**config.mk**
```make
export PLATFORM = sky130hd
export DESIGN_NAME = mem_access_ctrl
export DESIGN_NICKNAME = d
export VERILOG_FILES = /design/src/rtl/mem_access_ctrl_pkg.sv /design/src/rtl/mem_access_ctrl_lu.sv /design/src/rtl/mem_access_ctrl_su.sv /design/src/rtl/mem_access_ctrl.sv
export SDC_FILE = /design/constraint.sdc
export NUM_CORES = 1
export LEC_CHECK = 0
export BUFFER_PORTS_ARGS = -buffer_cell sky130_fd_sc_hd__buf_2
export CAP_MARGIN = 15
export CORE_ASPECT_RATIO = 1.75
export CORE_UTILIZATION = 57
export DETAILED_ROUTE_END_ITERATION = 8
export PLACE_DENSITY = 0.85
export SETUP_SLACK_MARGIN = 0.15
export SKIP_LAST_GASP = 1
export SLEW_MARGIN = 20
export SYNTH_ARGS = -nofsm -noshare
export SYNTH_HDL_FRONTEND = slang
export SYNTH_SLANG_ARGS = --single-unit
export TNS_END_PERCENT = 10
```
**constraint.sdc**
```tcl
create_clock -name clk_i -period 3.15 [get_ports clk_i]
set_clock_uncertainty 0.2 [all_clocks]
set_input_delay 0.1575 -clock clk_i [delete_from_list [all_inputs] [get_ports clk_i]]
set_output_delay 0.1575 -clock clk_i [all_outputs]
set_load 0.01 [all_outputs]
```
**src/rtl/mem_access_ctrl_pkg.sv**
```systemverilog
// Shared definitions for the memory-stage sequencer: funct3 encodings,
// controller state encoding and op classification helpers.
package mem_access_ctrl_pkg;

  // Load funct3 encodings
  localparam logic [2:0] F3_LB  = 3'b000;
  localparam logic [2:0] F3_LH  = 3'b001;
  localparam logic [2:0] F3_LW  = 3'b010;
  localparam logic [2:0] F3_LD  = 3'b011;
  localparam logic [2:0] F3_LBU = 3'b100;
  localparam logic [2:0] F3_LHU = 3'b101;
  localparam logic [2:0] F3_LWU = 3'b110;

  // Store funct3 encodings
  localparam logic [2:0] F3_SB  = 3'b000;
  localparam logic [2:0] F3_SH  = 3'b001;
  localparam logic [2:0] F3_SW  = 3'b010;
  localparam logic [2:0] F3_SD  = 3'b011;

  // Controller state encoding
  typedef enum logic [1:0] {
    MAC_IDLE = 2'b00,
    MAC_RD   = 2'b01,
    MAC_WR   = 2'b10,
    MAC_RESP = 2'b11
  } mac_state_e;

  // An op that must be answered with an error and never touch the bus
  function automatic logic op_illegal(input logic store, input logic [2:0] funct3,
                                      input logic xlen64);
    if (store) begin
      return funct3[2] || ((funct3 == F3_SD) && !xlen64);
    end
    return funct3 == 3'b111;
  endfunction

  // A store that covers the whole bus word and needs no read-modify-write
  function automatic logic op_full_store(input logic store, input logic [2:0] funct3,
                                         input logic xlen64);
    return store && (((funct3 == F3_SD) && xlen64) || ((funct3 == F3_SW) && !xlen64));
  endfunction

endpackage

```
**src/rtl/mem_access_ctrl_lu.sv**
```systemverilog
// Load unit: selects the addressed lane of a bus word and extends it to XLEN.
module mem_access_ctrl_lu
  import mem_access_ctrl_pkg::*;
#(
  parameter int unsigned XLEN = 32
) (
  input  logic            s_byte_i,
  input  logic [2:0]      funct3_i,
  input  logic [XLEN-1:0] rdata_i,
  output logic [XLEN-1:0] result_o
);

  logic [XLEN-1:0] shifted;

  // Align the addressed byte to bit 0, then extend per funct3
  always_comb begin
    shifted = s_byte_i ? (rdata_i >> 8) : rdata_i;
    case (funct3_i)
      F3_LB:   result_o = XLEN'($signed(shifted[7:0]));
      F3_LH:   result_o = XLEN'($signed(shifted[15:0]));
      F3_LW:   result_o = XLEN'($signed(shifted[31:0]));
      F3_LBU:  result_o = XLEN'(shifted[7:0]);
      F3_LHU:  result_o = XLEN'(shifted[15:0]);
      F3_LWU:  result_o = XLEN'(shifted[31:0]);
      F3_LD:   result_o = shifted;
      default: result_o = shifted;
    endcase
  end

endmodule

```
**src/rtl/mem_access_ctrl_su.sv**
```systemverilog
// Store unit: merges store data into a previously read bus word.
module mem_access_ctrl_su
  import mem_access_ctrl_pkg::*;
#(
  parameter int unsigned XLEN = 32
) (
  input  logic            s_byte_i,
  input  logic [2:0]      funct3_i,
  input  logic [XLEN-1:0] rdata_i,
  input  logic [XLEN-1:0] wdata_i,
  output logic [XLEN-1:0] result_o
);

  logic [XLEN-1:0] mask_base;
  logic [XLEN-1:0] mask;
  logic [XLEN-1:0] data_sh;

  // Build a lane mask for the store width and splice the data in at s_byte
  always_comb begin
    case (funct3_i)
      F3_SB:   mask_base = XLEN'(8'hFF);
      F3_SH:   mask_base = XLEN'(16'hFFFF);
      F3_SW:   mask_base = XLEN'(32'hFFFF_FFFF);
      default: mask_base = '1;
    endcase
    mask     = s_byte_i ? (mask_base << 8) : mask_base;
    data_sh  = s_byte_i ? (wdata_i << 8) : wdata_i;
    result_o = (rdata_i & ~mask) | (data_sh & mask);
  end

endmodule

```
**src/rtl/mem_access_ctrl.sv**
```systemverilog
// Memory-stage sequencer: runs one load/store at a time over a halfword
// addressed bus, using read-modify-write for partial stores.
module mem_access_ctrl
  import mem_access_ctrl_pkg::*;
#(
  parameter int unsigned XLEN = 32
) (
  input  logic            clk_i,
  input  logic            rst_i,
  input  logic            req_valid_i,
  output logic            req_ready_o,
  input  logic            req_store_i,
  input  logic [2:0]      req_funct3_i,
  input  logic [XLEN-1:0] req_addr_i,
  input  logic [XLEN-1:0] req_wdata_i,
  output logic            resp_valid_o,
  input  logic            resp_ready_i,
  output logic [XLEN-1:0] resp_rdata_o,
  output logic            resp_err_o,
  output logic            mem_req_o,
  output logic            mem_we_o,
  output logic [XLEN-1:0] mem_addr_o,
  output logic [XLEN-1:0] mem_wdata_o,
  input  logic [XLEN-1:0] mem_rdata_i,
  input  logic            mem_ack_i
);

  localparam logic XLEN64 = (XLEN == 64);

  mac_state_e      state_q, state_d;
  logic            store_q, store_d;
  logic [2:0]      funct3_q, funct3_d;
  logic            s_byte_q, s_byte_d;
  logic [XLEN-1:0] wdata_q, wdata_d;
  logic [XLEN-1:0] rd_buf_q, rd_buf_d;
  logic            mem_req_q, mem_req_d;
  logic            mem_we_q, mem_we_d;
  logic [XLEN-1:0] mem_addr_q, mem_addr_d;
  logic [XLEN-1:0] mem_wdata_q, mem_wdata_d;
  logic            resp_valid_q, resp_valid_d;
  logic [XLEN-1:0] resp_rdata_q, resp_rdata_d;
  logic            resp_err_q, resp_err_d;

  logic [XLEN-1:0] lu_result;
  logic [XLEN-1:0] su_result;

  // Load formatting of the word arriving on the bus this cycle
  mem_access_ctrl_lu #(.XLEN(XLEN)) u_lu (
    .s_byte_i (s_byte_q),
    .funct3_i (funct3_q),
    .rdata_i  (mem_rdata_i),
    .result_o (lu_result)
  );

  // Merge uses rd_buf_d so the write data is ready on the edge entering WR
  mem_access_ctrl_su #(.XLEN(XLEN)) u_su (
    .s_byte_i (s_byte_q),
    .funct3_i (funct3_q),
    .rdata_i  (rd_buf_d),
    .wdata_i  (wdata_q),
    .result_o (su_result)
  );

  // Next-state and registered-output decode
  always_comb begin
    state_d      = state_q;
    store_d      = store_q;
    funct3_d     = funct3_q;
    s_byte_d     = s_byte_q;
    wdata_d      = wdata_q;
    rd_buf_d     = rd_buf_q;
    mem_req_d    = mem_req_q;
    mem_we_d     = mem_we_q;
    mem_addr_d   = mem_addr_q;
    mem_wdata_d  = mem_wdata_q;
    resp_valid_d = resp_valid_q;
    resp_rdata_d = resp_rdata_q;
    resp_err_d   = resp_err_q;

    case (state_q)
      MAC_IDLE: begin
        if (req_valid_i) begin
          store_d      = req_store_i;
          funct3_d     = req_funct3_i;
          s_byte_d     = req_addr_i[0];
          wdata_d      = req_wdata_i;
          mem_addr_d   = req_addr_i >> 1;
          resp_rdata_d = '0;
          resp_err_d   = 1'b0;
          if (op_illegal(req_store_i, req_funct3_i, XLEN64)) begin
            state_d      = MAC_RESP;
            resp_valid_d = 1'b1;
            resp_err_d   = 1'b1;
          end else if (op_full_store(req_store_i, req_funct3_i, XLEN64)) begin
            state_d     = MAC_WR;
            mem_req_d   = 1'b1;
            mem_we_d    = 1'b1;
            mem_wdata_d = req_wdata_i;
          end else begin
            state_d   = MAC_RD;
            mem_req_d = 1'b1;
            mem_we_d  = 1'b0;
          end
        end
      end
      MAC_RD: begin
        if (mem_ack_i) begin
          rd_buf_d = mem_rdata_i;
          if (store_q) begin
            state_d     = MAC_WR;
            mem_we_d    = 1'b1;
            mem_wdata_d = su_result;
          end else begin
            state_d      = MAC_RESP;
            mem_req_d    = 1'b0;
            resp_valid_d = 1'b1;
            resp_rdata_d = lu_result;
          end
        end
      end
      MAC_WR: begin
        if (mem_ack_i) begin
          state_d      = MAC_RESP;
          mem_req_d    = 1'b0;
          mem_we_d     = 1'b0;
          resp_valid_d = 1'b1;
        end
      end
      MAC_RESP: begin
        if (resp_ready_i) begin
          state_d      = MAC_IDLE;
          resp_valid_d = 1'b0;
        end
      end
      default: begin
        state_d = MAC_IDLE;
      end
    endcase
  end

  // State and output registers; reset abandons any access in flight
  always_ff @(posedge clk_i) begin
    if (rst_i) begin
      state_q      <= MAC_IDLE;
      store_q      <= 1'b0;
      funct3_q     <= 3'b000;
      s_byte_q     <= 1'b0;
      wdata_q      <= '0;
      rd_buf_q     <= '0;
      mem_req_q    <= 1'b0;
      mem_we_q     <= 1'b0;
      mem_addr_q   <= '0;
      mem_wdata_q  <= '0;
      resp_valid_q <= 1'b0;
      resp_rdata_q <= '0;
      resp_err_q   <= 1'b0;
    end else begin
      state_q      <= state_d;
      store_q      <= store_d;
      funct3_q     <= funct3_d;
      s_byte_q     <= s_byte_d;
      wdata_q      <= wdata_d;
      rd_buf_q     <= rd_buf_d;
      mem_req_q    <= mem_req_d;
      mem_we_q     <= mem_we_d;
      mem_addr_q   <= mem_addr_d;
      mem_wdata_q  <= mem_wdata_d;
      resp_valid_q <= resp_valid_d;
      resp_rdata_q <= resp_rdata_d;
      resp_err_q   <= resp_err_d;
    end
  end

  // Ready is a decode of IDLE, held low while reset is asserted
  assign req_ready_o  = (state_q == MAC_IDLE) && !rst_i;
  assign resp_valid_o = resp_valid_q;
  assign resp_rdata_o = resp_rdata_q;
  assign resp_err_o   = resp_err_q;
  assign mem_req_o    = mem_req_q;
  assign mem_we_o     = mem_we_q;
  assign mem_addr_o   = mem_addr_q;
  assign mem_wdata_o  = mem_wdata_q;

endmodule

```
======== After elaboration in Yosys (flattened, before gate mapping) ========
Index checks and enable logic that the tools add are counted.
operators by class
  mux-type cells .......................... 52
  bitwise logic cells ..................... 4
  reduce and logical (&&, ||, !) cells .... 15
  equal/unequal tests ..................... 18
operators by type and width
  cell                                                 count
  2-to-1 mux 32 bit                                    13
  one-hot mux 32 bit (2 select lines)                  3
  one-hot mux 32 bit (4 select lines)                  1
  bitwise AND 32 bit                                   2
  NOT 32 bit                                           1
  bitwise OR 32 bit                                    1
  2-to-1 mux 1 bit                                     25
  AND reduction 6 bit                                  4
  inequality test 2 bit, second input constant         9
  2-to-1 mux 2 bit                                     6
  equality test 3 bit, second input constant           3
  one-hot mux 2 bit (4 select lines)                   1
  AND reduction 4 bit                                  2
  equality test 3 x 2 -> 1 bit, second input constant  2
  one-hot mux 1 bit (3 select lines)                   2
  equality test 2 bit, second input constant           2
  one-hot mux 1 bit (4 select lines)                   1
  equality test 3 x 1 -> 1 bit, second input constant  1
  zero test 3 bit                                      1
  nonzero test 3 bit                                   1
  equality test 2 x 1 -> 1 bit, second input constant  1
  logical AND 1 bit                                    2
  zero test 2 bit                                      1
  AND reduction 2 bit                                  1
  3 further kinds                                      3
storage, ports and cells
  output and inout bits ................... 101
  logic and storage cells ................. 102
  flip-flop bits (word level) ............. 170
  bits of input ports ..................... 105

======== Longest topological paths before layout ========
Gate-level depths: netlist (run 1).
  depth after elaboration ................. 9
  depth in mapped cells ................... 10
  mapped depth without buffers ............ 6

======== Hierarchy ========
From an unflattened synthesis (run 1), not the netlist that was laid out.
second synthesis, totals
  cell total of the unflattened synthesis .. 855
  area, all modules ....................... 8,000.2 sq um
modules (own cells, without submodules)
  module              instances  cells each  sequential area each (sq um)  area each (sq um)
  mem_access_ctrl     1          717         3,403.3                       6,731.5
  mem_access_ctrl_su  1          76          0.0                           725.7
  mem_access_ctrl_lu  1          62          0.0                           543.0

======== Worst setup path before layout (run 1) ========
OpenSTA, ideal clock, no wires.
  path kind ............................... flip-flop to flip-flop
  from .................................... reg state_q[0]
  to ...................................... reg resp_rdata_q[29], in the netlist resp_rdata_o[29]
  clock period less this slack ............ 2.147 ns
  stages on the path, launching flop included .. 10
  path buffers ............................ 3
  setup slack ............................. 1.003 ns
  data arrival time ....................... 1.825 ns
  library setup time ...................... 0.122 ns
  data required time ...................... 2.828 ns
  cell sequence ........................... dfxtp_1 -> inv_1 -> ha_1 -> buf_2 -> nand2b_1 -> clkbuf_1 -> o21a_2 -> nor2_2 -> buf_2 -> a221o_1
between the ends
  cells in the longest elaborated chain, start to end .. 3
  elaborated cells on any way between the ends .. 8
  those cells by class .................... eq/ne: 4; mux: 1; reduce/logical: 3
ends and longest elaborated chain
  item                                                                          RTL line                RTL
  start, declared                                                               mem_access_ctrl.sv:30   mac_state_e state_q, state_d;
  start signal, assigned                                                        mem_access_ctrl.sv:158  state_q <= state_d;
  equality test 2 x 1 -> 1 bit / zero test 2 bit (equally long branches)        mem_access_ctrl.sv:80   case (state_q)
  inequality test 2 bit (no line) / nonzero test 2 bit (equally long branches)  -
  AND reduction 4 bit (no line)                                                 -
  end signal, assigned                                                          mem_access_ctrl.sv:169  resp_rdata_q <= resp_rdata_d;
  end, declared                                                                 mem_access_ctrl.sv:41   logic [XLEN-1:0] resp_rdata_q, resp_rdata_d;
Parallel ways exist; a longest one is shown, timed or not.
A chain may end at the register's enable or synchronous reset.

======== Worst setup path in the final report (run 1) ========
  from .................................... reg state_q[0]
  to ...................................... reg wdata_q[11]
between the ends
  cells in the longest elaborated chain, start to end .. 2
ends and longest elaborated chain
  item                           RTL line                RTL
  zero test 2 bit                mem_access_ctrl.sv:80
  AND reduction 2 bit (no line)  -
  end signal, assigned           mem_access_ctrl.sv:162  wdata_q <= wdata_d;
  end, declared                  mem_access_ctrl.sv:34   logic [XLEN-1:0] wdata_q, wdata_d;
Every way passes these cells.

==> flow_summary.ini, run 1 <==
[status]
outcome = completed

[floorplan]
dieArea_sq_um = 14130
floorplan.die.width_um = 90.30
die_h_um = 156.5
initial_core_util = 0.5811
core_sq_um = 13380
io_pins = 206
row_count = 56

[pwr]
switchingPower_uw = 3451
ir_worst_vdd_v = 0.0005898
power_frac_comb = 0.417
clock_power_share = 0.236
pwr-share-seq = 0.347
leakage_uw = 0.004417
p_int_uw = 5026
swShare = 0.4071
power.density_nw_per_um2 = 815.7

[synth]
synth-adder-area-share = 0.009654
ys_top_cells_by_count = nand2_1, dfxtp_1, a21oi_1
synth_top_area_share = 0.4377
yosysMostFrequentCell = nand2_1
synth_top_family_by_area = compound AO/OA/AOI/OAI gates
synth-compound-area-share = 0.2341
yosysTopAreaCell = dfxtp_1
yosysSeqAreaShare = 0.4377
synth_warnings = 0
synth-seq-cells = 170
synth-edff-count = 0
synth-xor-area-share = 0
synth_mux_area_frac = 0.09895
yosys.area_share.simple = 0.1669
synth.avg_cell_area_sq_um = 8.308
synth_cell_types = 60
async_flop_share = 0
ys_dominant_reg_cell = dfxtp_1
synthTopCellsByArea = dfxtp_1, nand2_1, a21oi_1, mux2i_1, mux2_2
synth_nets = 1047
synth_cells = 936
synth_area_sq_um = 7776

[setup_path]
cpPeakStageDelay_ns = 0.57
worst_path_max_delay_cell = dlygate4sd3_1
cp_max_fo = 38
end_kind = flop
path_cells = inv_1, ha_1, nand2_2, buf_12, nand2_1, a21oi_1, dlygate4sd3_1
r2r-start = state_q[0]
worstSetupStartpoint = state_q[0]
critPathKind = flop to flop
worstPathRequired_ns = 3.32
cp-start-kind = flop
crit_arrival_ns = 2.92

[clock_tree]
cts_made_buffers = 17
clk_pin_slew_ns = 0.07
cts_resized = 0
cts_sinks = 170
htree_num_levels = 4
cts_tree = yes
clockRootBuffer = clkbuf_16
clkLatencyLatePin_ns = 0.43
clk_path_buf_depth = 2

[route]
first_iter_violations = 676
drc_errors = 0
dr_total_vias = 8214
dr.pass1.iters = 6
routed_wl_mm = 26.71
ant_nets = 0
viasPerCell = 5.926
wl_per_cell_um = 19.27

[timing]
worst_slack_ns = 0.4059
drv_slew = 0
rsz0062_at_grt = no
whs_ns = 0.009253
finalCritPeriodShare = 0.8711
period_needed_ns = 2.744
worstMarginPinSlew_ns = 0.8332
fmax_mhz = 364.4
setup_tns_ns = 0
setup_viol = 0
hold_viol_final = 0
slew_headroom = 0.4439

[global_routing]
first_global_vias = 8299
grt_first_pass_wirelength_mm = 41.37
grt_usage = 0.3750
antenna_found_initial = 0
grt.overflow.total = 0
grt_max_degree = 58

[job]
drv_cap = 0

[place]
place_ws_ns = 0.4853
dp.cells = 1252
portBuffers = 204
hpwl_mm = 16.98
routabilityCongestion = 0.8775

[hold_path]
hold_start = rst_i
hold_path.class = input port to flop

[cells_and_area]
areaGrowthSynthToFinish_pct = 33.64
drive_gt1_frac = 0.2550
instances_no_fill = 1386
fin_nets = 1311
antenna_cells = 0
logic make-up (layout without fill, tap and decap cells):
group,after synthesis,in the layout
and+or+nand+nor,313,313
AOI/OAI and AO/OA,281,281
DFF,170,170
adders and majority gates,6,6
muxes,74,74
buffers and inverters,91,367
other,1,1
critical path, delay by kind of cell (launching register included):
family,cells,cell delay [ns]
flops,1,0.41
simple gates,2,0.60
compound gates,1,0.15
fa+ha+maj,1,0.33
buf+inv,3,0.98
cell usage in the layout (no fill, tap or decap), types with 5 or more instances in the layout:
master           n
nand2_1        240
buf_2          203
dfxtp_1        169
a21oi_1        166
dlygate4sd3_1  103
mux2i_1         51
nor2_1          32
mux2_2          23
a211oi_2        17
clkbuf_16       17
o21ai_0         16
inv_1           15
buf_4           14
a221o_1         11
o211ai_1        10
nand3_1          9
a31oi_1          8
o221ai_1         8
a211o_1          8
o22ai_1          8
o2bb2ai_1        7
ha_1             6
a311oi_1         5
clkinvlp_4       5
area by class of cell:
cell class              instances  area [sq um]
multi-input cells             675          3981
clock inverters                13         121.4
well taps                     174         217.7
inverters                      15         56.30
repair buffers                321          2172
fillers                       883          2990
clock buffers                  18         439.2
flip-flops and latches        170          3405
through the flow:
| step | total power (uW) | cell area, sq um | util |
|---|---|---|---|
| after floorplan | 5318 | 7776 | - |
| after global placement | 6174 | 8790 | 0.6568 |
| after detailed placement | 6277 | 8790 | 0.6568 |
| after CTS | 8371 | 10380 | 0.7757 |
| after global routing | 8884 | 10390 | 0.7766 |
| final | 8477 | 10390 | 0.7766 |
worst paths after layout:
path	endpoint	slack, ns	cells past startpoint
worst max-delay path	wdata_q[11]	0.41	7
worst max register to register	wdata_q[11]	0.41	7
worst min register to register	rd_buf_q[17]	0.25	2
worst min-delay path	wdata_q[30]	0.009	2
timing repair:
item	in CTS	in global routing
hold buffers	103	0
endpoints found under the hold margin	145	0
setup endpoints to repair	0	0
buffers inserted	0	0
flip-flops by register name (all words and copies together) (netlist names):
signal and cells:
mem_we_o 1, funct3_q 3, resp_rdata_o 32, rd_buf_q 32, mem_wdata_o 32, resp_valid_o 1, state_q 2, wdata_q 32
s_byte_q 1, mem_req_o 1, resp_err_o 1, mem_addr_o 31, store_q 1
power by group through the flow:
stage | combinational, uW | sequential [uW] | clock [uW]
after detailed placement | 3320 | 2960 | 0
after floorplan | 2290 | 3020 | 0
after global placement | 3220 | 2950 | 0
after CTS | 3450 | 2920 | 2000
after global routing | 3820 | 2980 | 2080
final | 3540 | 2940 | 2000
metal layers:
layer,up-vias,global-route usage,share of wire
met4,0,0.3479,0.094
met1,3808,0.3731,0.34
met5,-,0,0
met2,458,0.6478,0.49
li1,3790,-,-
met3,158,0.08066,0.076
No activity file was read; power rests on OpenSTA's default activity.
==> run 2: changes to the inputs <==
--- a/config.mk
+++ b/config.mk
@@ -5,6 +5,7 @@
 export SDC_FILE = /design/constraint.sdc
 export NUM_CORES = 1
 export LEC_CHECK = 0
+export ABC_AREA = 1
 export BUFFER_PORTS_ARGS = -buffer_cell sky130_fd_sc_hd__buf_2
 export CAP_MARGIN = 15
 export CORE_ASPECT_RATIO = 1.75
@@ -12,7 +13,6 @@
 export DETAILED_ROUTE_END_ITERATION = 8
 export PLACE_DENSITY = 0.85
 export SETUP_SLACK_MARGIN = 0.15
-export SKIP_LAST_GASP = 1
 export SLEW_MARGIN = 20
 export SYNTH_ARGS = -nofsm -noshare
 export SYNTH_HDL_FRONTEND = slang
==> constraint.sdc (replaced) <==
create_clock -name clk_i -period 3.2 [get_ports clk_i]
set_clock_uncertainty 0.2 [all_clocks]
set_input_delay 0.16 -clock clk_i [delete_from_list [all_inputs] [get_ports clk_i]]
set_output_delay 0.16 -clock clk_i [all_outputs]
set_load 0.01 [all_outputs]
==> run 2 against run 1 <==
  * Highest routed layer unchanged
  * Routed wire length fell by 13%
  * Global-route usage fell by 4.6 points
  * Setup slack improved by 0.21 ns
  * Critical path depth rose by 2
  * Largest power group unchanged
  * Sequential power rose by 2%
  * Cell count rose by 19%
  * First-iteration DRC count fell by 31%
  * Die area rose by 1.6%
  * Critical endpoint is now mem_wdata_o[16]
==> flow_summary.ini, run 2 <==
[status]
outcome = completed

[synth]
synth_warnings = 0
yosysSeqAreaShare = 0.4304
synth_mux_area_frac = 0
synth-compound-area-share = 0.1567
yosysTopAreaCell = dfxtp_1
yosysMostFrequentCell = nand2_1
synth_cells = 1193
synth-edff-count = 0
ys_dominant_reg_cell = dfxtp_1
async_flop_share = 0
synth-xor-area-share = 0
synth-seq-cells = 170
synth_area_sq_um = 7906
synth_top_family_by_area = simple AND/OR/NAND/NOR gates
synth-adder-area-share = 0.009495
synth_top_area_share = 0.4304
synth.avg_cell_area_sq_um = 6.627
ys_top_cells_by_count = nand2_1, nor2_1, dfxtp_1
yosys.area_share.simple = 0.3046
synthTopCellsByArea = dfxtp_1, nand2_1, nor2_1, o21ai_0, inv_1
synth_cell_types = 30
synth_nets = 1304

[global_routing]
first_global_vias = 8086
grt_max_degree = 74
grt_first_pass_wirelength_mm = 37.87
use_met2 = 0.5945
grt.overflow.total = 0
gr-usage-met1 = 0.3612
grt_usage = 0.3286
busiest_layer = met2
antenna_found_initial = 0
gr-usage-met3 = 0.06676

[clock_tree]
hold_buffers = 103
cts_made_buffers = 17
cts_tree = yes
clk_path_buf_depth = 2
clkLatencyLatePin_ns = 0.42
cts_resized = 0
clk_pin_slew_ns = 0.07
cts_sinks = 170
cts_setup_buffers = 0
htree_num_levels = 4
clockRootBuffer = clkbuf_16

[setup_path]
cp_max_fo = 45
crit_buf_inv = 3
critPathKind = flop to flop
cpPeakStageDelay_ns = 0.41
path_common_cell = nand2_1
crit_family = buffers and inverters
end_kind = flop
crit_arrival_ns = 2.71
worstSetupStartpoint = state_q[1]
path_cells = inv_1, ha_1, buf_4, nand2_1, nand3_2, buf_4, nand2_1, nand2_1, nor2_1
worst_path_max_delay_cell = buf_4
worstPathRequired_ns = 3.32
r2r-start = state_q[1]
cp-start-kind = flop

[route]
wl_per_cell_um = 14.16
viasPerCell = 5.221
dr_total_vias = 8593
ant_nets = 0
drc_errors = 0
first_iter_violations = 466
routed_wl_mm = 23.31
dr.pass1.iters = 5

[timing]
drv_slew = 0
worst_slack_ns = 0.6147
worstMarginPinSlew_ns = 0.7981
rsz0062_at_grt = no
hold_viol_final = 0
slew_headroom = 0.4661
fmax_mhz = 386.8
period_needed_ns = 2.585
setup_viol = 0
finalCritPeriodShare = 0.8079
setup_tns_ns = 0

[cells_and_area]
drive_gt1_frac = 0.1841
final_util = 0.7779
final_cell_mix = nand2_1, nor2_1, buf_2
antenna_cells = 0
instances_no_fill = 1646
final_common_cell = nand2_1
fillCellCount = 1066
fin_nets = 1570
areaGrowthSynthToFinish_pct = 32.36

[floorplan]
core_sq_um = 13450
floorplan.die.width_um = 91.03
initial_core_util = 0.5877
io_pins = 206
die_h_um = 157.8
row_count = 56
dieArea_sq_um = 14360

[place]
hpwl_mm = 14.95
portBuffers = 204
place_ws_ns = 0.7494
dp.cells = 1511
routabilityCongestion = 0.9355

[pwr]
swShare = 0.4191
finalPower_uw = 8645
leakage_uw = 0.005133
power.density_nw_per_um2 = 826.1
clock_power_share = 0.220
power_frac_comb = 0.432
ir_worst_vdd_v = 0.0004745
pwr-share-seq = 0.348
switchingPower_uw = 3623
p_int_uw = 5022

[hold_path]
hold_start = mem_ack_i
hold_path.class = input port to flop

[job]
drv_cap = 0
run 2: worst min-delay path, stage by stage:
cell and delay [ns]:
buf_2 0.15, inv_2 0.08, nand2_4 0.06, nand4_1 0.09
a21oi_1 0.06
run 2: power by group through the flow:
stage | logic [uW] | registers [uW] | clock network, uW
after floorplan | 2490 | 3160 | 0
after global placement | 3440 | 3020 | 0
after detailed placement | 3530 | 3030 | 0
after CTS | 3670 | 3000 | 1920
after global routing | 4210 | 3070 | 2010
final | 3730 | 3010 | 1900
run 2: path summary, 6_finish.rpt:
path,to,slack (ns),depth (start not counted)
setup / recovery,mem_wdata_o[16],0.61,9
hold / removal,mem_req_o,0.03,5
setup reg to reg,mem_wdata_o[16],0.61,9
hold reg to reg,wdata_q[31],0.26,2
run 2: through the flow:
stage / hold WS (ns) / cell area (sq um)
3_5_place_dp: 0.2148 / 8894
4_1_cts: 0.01503 / 10470
5_1_grt: 0.02160 / 10470
3_3_place_gp: 0.2066 / 8894
6_report: 0.03099 / 10470
2_1_floorplan: 0.1208 / 7906
run 2: area by class of cell:
type,instances,area (sq um),area share
clock buffers,20,446.7,0.04268
clock inverters,12,93.84,0.008967
inverters,111,416.7,0.03981
multi-input cells,838,3729,0.3563
flip-flops and latches,170,3405,0.3253
well taps,174,217.7,0.02080
repair buffers,321,2157,0.2061
run 2: logic make-up after synthesis:
group,after synthesis
AOI/OAI and AO/OA,241
other,1
adders and majority gates,6
DFF,170
buffers and inverters,185
and+or+nand+nor,590
run 2: layer usage:
| metal | wire, um | share of wire | vias to the layer above |
|---|---|---|---|
| li1 | - | - | 4290 |
| met5 | 0 | 0 | - |
| met2 | 11840 | 0.51 | 356 |
| met4 | 952 | 0.041 | 0 |
| met3 | 1449 | 0.062 | 78 |
| met1 | 9060 | 0.39 | 3869 |
